===== config.mk =====
export PLATFORM = sky130hd
export DESIGN_NAME = pheap_insert_stage
export DESIGN_NICKNAME = d
export VERILOG_FILES = /design/src/rtl/pheap_insert_stage.sv
export SDC_FILE = /design/constraint.sdc
export NUM_CORES = 1
export LEC_CHECK = 0
export CAP_MARGIN = 20
export CELL_PAD_IN_SITES_DETAIL_PLACEMENT = 1
export CELL_PAD_IN_SITES_GLOBAL_PLACEMENT = 2
export CORE_UTILIZATION = 27
export CTS_BUF_LIST = sky130_fd_sc_hd__clkbuf_8
export DETAILED_ROUTE_END_ITERATION = 10
export PLACE_DENSITY_LB_ADDON = 0.1
export SYNTH_ARGS = -nofsm -noshare
export SYNTH_HDL_FRONTEND = slang
export SYNTH_SLANG_ARGS = --single-unit

===== constraint.sdc =====
create_clock -name clk -period 3.64 [get_ports clk]
set_input_delay 0.728 -clock clk [delete_from_list [all_inputs] [get_ports clk]]
set_output_delay 0.728 -clock clk [all_outputs]
set_load 0.005 [all_outputs]

===== src/rtl/pheap_insert_stage.sv =====
// pheap_insert_stage: one level of a pipelined min-heap insert path.
//   Reads the node addressed by the incoming token, keeps the smaller key,
//   rewrites the node with updated free-slot counts and forwards the larger
//   key toward the child subtree that still has room.
//   Optional feature: define PHEAP_INSERT_STATS_EN to add o_ins_count.
// Ports:
//   clk, rst_n                  clock, asynchronous active-low reset
//   i_in_valid/o_in_ready       upstream insert handshake
//   i_in_key, i_in_idx          key and node index within this level
//   o_out_valid/i_out_ready     downstream insert handshake
//   o_out_key, o_out_idx        pushed key and child index {node idx, dir}
//   o_ram_raddr, i_ram_q        level RAM read port (one-cycle latency)
//   o_ram_we/waddr/wdata        level RAM write port
//   o_ovf                       one-cycle pulse when an insert is dropped
//   o_ins_count                 accepted-insert counter (stats build only)
module pheap_insert_stage #(
    parameter int LEVEL  = 2,
    parameter int LEVELS = 4,
    parameter int KEY_W  = 16,
    parameter int CNT_W  = 8
) (
    input  logic                         clk,
    input  logic                         rst_n,
    input  logic                         i_in_valid,
    output logic                         o_in_ready,
    input  logic [KEY_W-1:0]             i_in_key,
    input  logic [LEVEL-2:0]             i_in_idx,
    output logic                         o_out_valid,
    input  logic                         i_out_ready,
    output logic [KEY_W-1:0]             o_out_key,
    output logic [LEVEL-1:0]             o_out_idx,
    output logic [LEVEL-2:0]             o_ram_raddr,
    input  logic [KEY_W+2*CNT_W:0]       i_ram_q,
    output logic                         o_ram_we,
    output logic [LEVEL-2:0]             o_ram_waddr,
    output logic [KEY_W+2*CNT_W:0]       o_ram_wdata,
`ifdef PHEAP_INSERT_STATS_EN
    output logic [15:0]                  o_ins_count,
`endif
    output logic                         o_ovf
);
    localparam int ENTRY_W = 1 + KEY_W + 2 * CNT_W;
    localparam int D = LEVELS - LEVEL;
    localparam bit LAST = (LEVEL == LEVELS);
    // Free slots in each child subtree of a fresh node, clipped to the count width.
    localparam logic [CNT_W-1:0] F = (D >= CNT_W) ? {CNT_W{1'b1}} : CNT_W'((64'd1 << D) - 64'd1);
    typedef enum logic [1:0] {IDLE, EVAL, SEND} state_t;
    state_t             r_state;
    logic [KEY_W-1:0]   r_key;
    logic [LEVEL-2:0]   r_idx;
    logic               w_vld;
    logic [KEY_W-1:0]   w_nkey;
    logic [CNT_W-1:0]   w_cl;
    logic [CNT_W-1:0]   w_cr;
    logic               w_drop;
    logic               w_keep_in;
    logic [KEY_W-1:0]   w_kept;
    logic [KEY_W-1:0]   w_push;
    logic               w_dir;
    logic [CNT_W-1:0]   w_cl_n;
    logic [CNT_W-1:0]   w_cr_n;
    logic               w_we;
    assign w_vld     = i_ram_q[ENTRY_W-1];
    assign w_nkey    = i_ram_q[ENTRY_W-2 -: KEY_W];
    assign w_cl      = i_ram_q[2*CNT_W-1 -: CNT_W];
    assign w_cr      = i_ram_q[CNT_W-1:0];
    // An occupied node cannot absorb the token when nothing lies below it.
    assign w_drop    = w_vld && (LAST || (w_cl == '0 && w_cr == '0));
    assign w_keep_in = r_key <= w_nkey;
    assign w_kept    = w_keep_in ? r_key : w_nkey;
    assign w_push    = w_keep_in ? w_nkey : r_key;
    assign w_dir     = (w_cl == '0);
    assign w_cl_n    = w_dir ? w_cl : w_cl - 1'b1;
    assign w_cr_n    = w_dir ? w_cr - 1'b1 : w_cr;
    // The write is combinational in EVAL so that reset removes it at once.
    assign w_we        = (r_state == EVAL) && !w_drop;
    assign o_ram_we    = w_we;
    assign o_ram_waddr = r_idx;
    assign o_ram_wdata = !w_we ? '0 : !w_vld ? {1'b1, r_key, F, F} : {1'b1, w_kept, w_cl_n, w_cr_n};
    assign o_ram_raddr = (r_state == IDLE) ? i_in_idx : r_idx;
    assign o_in_ready  = (r_state == IDLE);
    always_ff @(posedge clk or negedge rst_n) begin
        if (!rst_n) begin
            r_state     <= IDLE;
            r_key       <= '0;
            r_idx       <= '0;
            o_out_valid <= 1'b0;
            o_out_key   <= '0;
            o_out_idx   <= '0;
            o_ovf       <= 1'b0;
`ifdef PHEAP_INSERT_STATS_EN
            o_ins_count <= '0;
`endif
        end else begin
            o_ovf <= 1'b0;
            case (r_state)
                IDLE: begin
                    if (i_in_valid) begin
                        r_key   <= i_in_key;
                        r_idx   <= i_in_idx;
                        r_state <= EVAL;
`ifdef PHEAP_INSERT_STATS_EN
                        o_ins_count <= (o_ins_count == 16'hFFFF) ? o_ins_count : o_ins_count + 16'd1;
`endif
                    end
                end
                EVAL: begin
                    o_ovf <= w_drop;
                    if (w_vld && !w_drop) begin
                        o_out_key   <= w_push;
                        o_out_idx   <= {r_idx, w_dir};
                        o_out_valid <= 1'b1;
                        r_state     <= SEND;
                    end else begin
                        r_state <= IDLE;
                    end
                end
                SEND: begin
                    if (i_out_ready) begin
                        o_out_valid <= 1'b0;
                        r_state     <= IDLE;
                    end
                end
                default: r_state <= IDLE;
            endcase
        end
    end
endmodule


==> results of run 1 <==
==> sequential cells by signal (all words and copies together) (netlist names) <==
| signal | flops |
|---|---|
| o_out_idx | 2 |
| o_out_key | 16 |
| o_out_valid | 1 |
| o_ovf | 1 |
| o_ram_waddr | 1 |
| r_key | 16 |
| r_state | 2 |
==> report_power, final <==
part	switching [W]	total, W	internal (W)
sequential	0.000144	0.000727	0.000583
clock	0.000168	0.000390	0.000222
combinational	0.000543	0.00127	0.000732
==> cell type report <==
class	count	area [um2]	area share (%)
sequential	39	976	17.8
timing repair buffer	200	1730	31.4
inverter	24	95.1	1.73
multi-input combinational	286	2400	43.7
clock inverter	2	35.0	0.637
tap	143	179	3.25
clock buffer	6	82.6	1.50
==> cell usage after synthesis (all sizes together) (2+ instances only) <==
cell type,instances,area share (%)
nand2,66,7.8
dfrtp,39,30
mux2i,33,10
inv,24,2.8
ha,18,7.0
nor2b,18,3.5
and2,17,3.3
mux2,17,5.9
o211ai,17,3.9
nor2,16,1.9
o311ai,16,4.3
a21oi,15,2.4
clkbuf,11,1.3
buf,10,2.3
o21ai,7,1.1
nor3,6,0.93
xnor2,5,1.4
xor2,5,1.4
nand3,4,0.62
nand4,4,0.97
or4,4,1.2
nor4,3,1.2
nand2b,2,0.39
nor4b,2,0.73
==> critical path, cell delays in order <==
cell and delay, ns:
sky130_fd_sc_hd__clkdlybuf4s50_1 0.43, sky130_fd_sc_hd__inv_1 0.09, sky130_fd_sc_hd__ha_2 0.20, sky130_fd_sc_hd__inv_2 0.05, sky130_fd_sc_hd__nor4_4 0.19, sky130_fd_sc_hd__buf_4 0.17
sky130_fd_sc_hd__buf_4 0.11, sky130_fd_sc_hd__nand2_2 0.07, sky130_fd_sc_hd__or4_1 0.41, sky130_fd_sc_hd__a21oi_1 0.13, sky130_fd_sc_hd__dlygate4sd2_1 0.24
==> kinds of logic (layout without fill, tap and decap cells) <==
| family | Yosys count | in the layout | share of synthesized area [%] |
|---|---|---|---|
| buffers and inverters | 45 | 232 | 6.37 |
| AOI/OAI and AO/OA | 63 | 63 | 14.6 |
| adders and majority gates | 18 | 18 | 6.95 |
| DFF | 39 | 39 | 30.1 |
| xor gates and xnor gates | 10 | 10 | 2.70 |
| and+or+nand+nor | 145 | 145 | 23.1 |
| muxes | 50 | 50 | 16.1 |
==> metrics by stage <==
step           util, %  cells  worst slack [ns]  hold WS (ns)
6_report          47.5    700            0.0776         0.482
3_3_place_gp      42.3    661            -0.692         0.462
5_1_grt           47.5    700           -0.0258         0.534
3_5_place_dp      42.3    661            -0.838         0.468
4_1_cts           46.6    698           -0.0268         0.487
2_1_floorplan        -    370             0.257         0.432
==> what timing repair did <==
item | CTS | global route
hold buffers | 0 | 0
buffers inserted | 28 | 5
endpoints found under the setup margin | 32 | 42
cloned | 1 | 1
resized for setup | 162 | 55
pin swaps | 25 | 34
==> final timing paths <==
kind | end | slack [ns] | cells after the start
max | o_ram_wdata[7] | 0.08 | 11
min | o_out_idx[0]$_DFFE_PN0P_ | 0.48 | 2
max reg2reg | o_out_key[0]$_DFFE_PN0P_ | 0.20 | 20
min reg2reg | o_out_idx[0]$_DFFE_PN0P_ | 0.48 | 2
max in group asynchronous | o_out_key[1]$_DFFE_PN0P_ | 2.45 | 1
min in group asynchronous | r_key[4]$_DFFE_PN0P_ | 0.59 | 1
==> layer usage <==
metal  global-route usage [%]  share of wire (%)  vias up
met1                     23.2                 43     1679
met3                     2.12                3.9        9
met2                     37.7                 52       89
met5                        0                  0        -
li1                         -                  -     1685
met4                     3.78                1.0        0
==> summary.md, run 1 <==
| Metric | Value |
|---|---|
| Via count of the first global-routing pass | `around 3700` |
| Number of nets still failing antenna checks after routing | `0` |
| TritonCTS buffer count | `5` |
| Horizontal die dimension | `112 um` |
| Number of filler cells placed in the layout | `between 1000 and 1500` |
| Post-detailed-route wirelength per cell | `17.1 um` |
| H-tree Lvls | `2` |
| Number of nets in the layout | `628` |
| Max cap viols | `0` |
| Routed vias/inst | `between 4 and 5` |
| Average cell area after synthesis | `8.76 um2` |
| Leakage component of the power | `2.34 nW` |
| Cell area after synthesis | `3240 um2` |
| CP Capture Type | `primary output` |
| Worst Path Max Fanout | `4` |
| Initial cell density of the core | `between 20% and 30%` |
| Post-DP Area | `4890 um2` |
| Fraction of final layout cells with drive strength greater than 1 | `36.3%` |
| Std-Cell Core Area | `11600 um2` |
| Global router's overall resource usage | `between 10% and 20%` |
| Total number of clock tree sinks | `39` |
| Final max-slew violation count | `0` |
| Most common flop cell mapped by yosys | `sky130_fd_sc_hd__dfrtp_1` |
| Arr. time, crit path | `2.83 ns` |
| Worst min-delay path category | `reg -> reg` |
| Detailed-route via count | `3462` |
| Antenna diode count | `0` |
| First-pass DRT Iterations | `8` |
| Max Root-Sink Buffers | `2` |
| Unique cell type count in the Yosys netlist | `46` |
| Clock latency at the later pin of the worst-skew pair | `~0.29 ns` |
| IO buf count | `110` |
| Post-route clock period utilization | `97.9%` |
| Root buffer selected by CTS | `sky130_fd_sc_hd__clkbuf_8` |
| Initial drt markers | `about 110` |
| Final instance area | `5500 um2` |
| P per Cell Area | `about 440 nW/um2` |
| Die footprint | `12400 um2` |
| Kind of start point of the critical path | `primary input` |
| Flops & latches, synth | `39` |
| Tightest Pin Transition | `approximately 1.4 ns` |
| Outcome | `finished, violations left` |
| Post-Synthesis Cells | `370` |
| Setup-violating endpoint count in the final report | `0` |
| Relative slew margins | `5.82%` |
| Critical path origin | `i_ram_q[8]` |
| TritonCTS clock tree | `built` |
| Global-route wire length before repair | `19300 um` |
| Number of nets produced by synthesis | `~440` |
| Max rail drop VDD | `about 0.18 mV` |
| Count of standard-cell rows | `39` |
| Pin count of the biggest net entering global routing | `40` |
| Largest clock skew in the final design | `0.00208 ns` |
| Final Hold Violating Endpoints | `0` |
| Asr flop ratio synth | `between 90% and 100%` |
| Overall routed net length | `12000 um` |
| Number of enable-type register cells in the synthesized netlist | `0` |
| Data required time of the worst path | `about 2.9 ns` |
| Final RePlAce weighted congestion | `0.737` |
| Start point of the worst min-delay path | `o_out_idx[0]$_DFFE_PN0P_` |
| Layout Area Growth over Synthesis | `69.7%` |
| Num ports | `roughly 110` |
| Remaining routing DRC violations | `12` |
| Min cycle time layout | `3.56 ns` |
| PnR Total Power | `0.00239 W` |
| Sum of negative setup slack | `0 ns` |
| Sequential-to-total area share from yosys stat | `around 30%` |
| Post-DP HPWL | `8400 um` |
| Clock transition time at the flip-flop clock pins of the worst setup and hold paths | `0.08 ns` |
| Leftover overflow at the end of global routing | `0` |
| Most frequent cells in the layout | `75 x sky130_fd_sc_hd__buf_4, 63 x sky130_fd_sc_hd__nand2_1, 54 x sky130_fd_sc_hd__clkdlybuf4s50_1` |
| Crit Path Class | `in -> out` |
| Top achievable clock speed | `281 MHz` |
| Chip Height | `112 um` |
| Count of warnings emitted by yosys | `0` |
| Violated checks | `design-rule violations` |
| Setup repair after global routing missed its margin | `yes` |
| Antenna violations before repair | `0` |
| Leading cell type in the layout, fill and taps excluded | `sky130_fd_sc_hd__buf_4` |
| Reg-to-Reg Start | `r_key[1]$_DFFE_PN0P_` |
Power figures use the tool's default switching activity.
==> inputs of run 2 (changes only) <==
--- a/config.mk
+++ b/config.mk
@@ -11,6 +11,7 @@
 export CORE_UTILIZATION = 27
 export CTS_BUF_LIST = sky130_fd_sc_hd__clkbuf_8
 export DETAILED_ROUTE_END_ITERATION = 10
+export GPL_TIMING_DRIVEN = 0
 export PLACE_DENSITY_LB_ADDON = 0.1
 export SYNTH_ARGS = -nofsm -noshare
 export SYNTH_HDL_FRONTEND = slang
==> summary.md, run 2 (same netlist as run 1, synthesis figures left out) <==
| Metric | Value |
|---|---|
| CP Capture Type | `primary output` |
| Antenna diode count | `0 (unchanged)` |
| Crit Path Class | `in -> out` |
| Global-route wire length before repair | `19400 um (+0.50%)` |
| Number of buffers inserted for hold repair after clock tree synthesis | `0 (unchanged)` |
| Data required time of the worst path | `2.91 ns (about the same)` |
| TritonCTS clock tree | `built` |
| Via count of the first global-routing pass | `3598 (-3.9%)` |
| Post-route clock period utilization | `98.8% (+0.96 points)` |
| Detailed-route via count | `3347 (-3.3%)` |
| Sum of negative setup slack | `0 ns (unchanged)` |
| Kind of start point of the critical path | `primary input` |
| Min cycle time layout | `3.60 ns (+0.0351 ns)` |
| Tightest Pin Transition | `0.798 ns (-0.615 ns)` |
| Arr. time, crit path | `2.87 ns (+0.04 ns)` |
| Remaining routing DRC violations | `12 (unchanged)` |
| Biggest registers after layout | `o_out_key (16), r_key (16)` |
| Final instance area | `5070 um2 (-7.7%)` |
| P per Cell Area | `465 nW/um2 (+6.9%)` |
| Final max-slew violation count | `0 (unchanged)` |
| Total number of clock tree sinks | `39 (unchanged)` |
| Number of nets in the layout | `596 (-5.1%)` |
| Final std cells w/o fill | `668 (-4.6%)` |
| Num ports | `111 (unchanged)` |
| Layout Area Growth over Synthesis | `56.6%` |
| Share of the core filled with cells | `43.9% (-3.7 points)` |
| Setup-violating endpoint count in the final report | `0 (unchanged)` |
| Post-DP HPWL | `8440 um (+0.53%)` |
| Final Hold Violating Endpoints | `0 (unchanged)` |
| TritonCTS buffer count | `5 (unchanged)` |
| Leading cell type in the layout, fill and taps excluded | `sky130_fd_sc_hd__nand2_1` |
| IO buf count | `110 (unchanged)` |
| Number of filler cells placed in the layout | `1358 (+0.67%)` |
| H-tree Lvls | `2 (unchanged)` |
| Max Root-Sink Buffers | `2 (unchanged)` |
| Leakage component of the power | `2.10 nW (-10%)` |
| Largest clock skew in the final design | `0.00763 ns (+0.00555 ns)` |
| Worst min-delay path category | `in -> async` |
| Setup repair after global routing missed its margin | `yes` |
| Root buffer selected by CTS | `sky130_fd_sc_hd__clkbuf_8` |
| Setup slack on the worst flop-to-flop path | `0.80 ns (+0.60 ns)` |
| Most frequent cells in the layout | `64 x sky130_fd_sc_hd__nand2_1, 60 x sky130_fd_sc_hd__clkdlybuf4s50_1, 39 x sky130_fd_sc_hd__dfrtp_1` |
| Clock latency at the later pin of the worst-skew pair | `0.31 ns (+0.02 ns)` |
| Global router's overall resource usage | `20.0% (+0.42 points)` |
| Clock transition time at the flip-flop clock pins of the worst setup and hold paths | `0.09 ns (about the same)` |
| Initial drt markers | `132 (+25%)` |
| Pin count of the biggest net entering global routing | `24 (-40%)` |
| Count of standard-cell rows | `39 (unchanged)` |
| Leftover overflow at the end of global routing | `0 (unchanged)` |
| Antenna violations before repair | `0 (unchanged)` |
| Violated checks | `design-rule violations` |
| Number of nets still failing antenna checks after routing | `0 (unchanged)` |
| Std-Cell Core Area | `11600 um2 (unchanged)` |
| Top achievable clock speed | `278 MHz (-0.98%)` |
| Relative slew margins | `46.7% (+41 points)` |
| Max rail drop VDD | `0.174 mV (-2.9%)` |
| Post-DP Area | `4530 um2 (-7.4%)` |
| Max cap viols | `0 (unchanged)` |
| Overall routed net length | `12100 um (+0.75%)` |
| Worst Path Max Fanout | `4 (unchanged)` |
| Outcome | `finished, violations left` |
| Final worst hold slack | `0.361 ns (-0.122 ns)` |
| Fraction of final layout cells with drive strength greater than 1 | `27.2% (-9.0 points)` |
| Horizontal die dimension | `112 um (unchanged)` |
| Post-detailed-route wirelength per cell | `18.1 um (+5.6%)` |
| Die footprint | `12400 um2 (unchanged)` |
| Final RePlAce weighted congestion | `0.796 (+8.0%)` |
| Initial cell density of the core | `28.0% (unchanged)` |
| Placed cell count | `624 (-5.6%)` |
| Chip Height | `112 um (unchanged)` |
| First-pass DRT Iterations | `7 (-1)` |
| Routed vias/inst | `5.01 (+1.3%)` |
==> run 2: cell types whose count changed in the layout (fill, tap and decap cells not counted), sizes merged <==
| cell | previous run | this run |
|---|---|---|
| clkdlybuf4s15 | 3 | 5 |
| inv | 24 | 25 |
| dlygate4sd2 | 25 | 12 |
| clkinv | 1 | 0 |
| bufinv | 1 | 2 |
| buf | 108 | 73 |
| clkdlybuf4s50 | 54 | 60 |
| bufbuf | 1 | 0 |
| clkbuf | 14 | 21 |
| dlymetal6s2s | 1 | 2 |
==> run 2: worst paths after layout <==
kind                                          start  cells past startpoint                   endpoint
max                                     i_ram_q[17]                     11            o_ram_wdata[17]
min                                           rst_n                      1   o_out_key[5]$_DFFE_PN0P_
max reg2reg                   r_key[14]$_DFFE_PN0P_                      8   o_out_key[3]$_DFFE_PN0P_
min reg2reg                o_out_idx[1]$_DFFE_PN0P_                      2   o_out_idx[1]$_DFFE_PN0P_
max in group asynchronous                     rst_n                      2  o_out_key[13]$_DFFE_PN0P_
min in group clk           o_out_idx[1]$_DFFE_PN0P_                      2   o_out_idx[1]$_DFFE_PN0P_
==> run 2: power breakdown <==
| part | internal, W | leakage, nW | switching (W) |
|---|---|---|---|
| logic | 0.000678 | 1.55 | 0.000514 |
| clock network | 0.000272 | 0.0695 | 0.000174 |
| registers | 0.000582 | 0.475 | 0.000139 |
| total | 0.00153 | 2.10 | 0.000827 |
==> run 2: area by class of cell <==
type	count	area (um2)	area share [%]
buffer	21	136	2.69
clock buffer	5	68.8	1.36
clock inverter	3	63.8	1.26
inverter	24	95.1	1.87
multi-input combinational	286	2270	44.8
sequential	39	976	19.2
tap	143	179	3.53
timing repair buffer	147	1280	25.2
==> run 2: metal layers <==
layer  track usage, %  vias to the layer above  wire, um
met4             4.77                        0       200
met2             36.9                       83      6180
met5                0                        -         0
met3             3.32                       11       530
met1             23.9                     1639      5170
li1                 -                     1614         -
==> run 2: through the flow <==
stage	total power, W	setup WS, ns
3_3_place_gp	0.00174	-1.20
3_5_place_dp	0.00176	-1.19
6_report	0.00236	0.0425
5_1_grt	0.00251	-0.0359
2_1_floorplan	0.00119	0.257
4_1_cts	0.00235	-0.0540
==> run 2: timing repair <==
| item | CTS | global route |
|---|---|---|
| endpoints found under the setup margin | 34 | 27 |
| buffers inserted | 30 | 7 |
| hold endpoints to repair | 0 | 0 |
| pin swaps | 17 | 12 |
| gates cloned | 1 | 0 |
| resized for setup | 180 | 18 |
==> run 2: critical path, cell delays in order <==
cell	delay [ns]
sky130_fd_sc_hd__buf_8	0.08
sky130_fd_sc_hd__inv_4	0.03
sky130_fd_sc_hd__ha_4	0.25
sky130_fd_sc_hd__nor2b_4	0.12
sky130_fd_sc_hd__o211ai_1	0.11
sky130_fd_sc_hd__a2111o_1	0.48
sky130_fd_sc_hd__a311oi_4	0.39
sky130_fd_sc_hd__buf_6	0.18
sky130_fd_sc_hd__buf_4	0.11
sky130_fd_sc_hd__mux2i_2	0.22
sky130_fd_sc_hd__buf_2	0.15
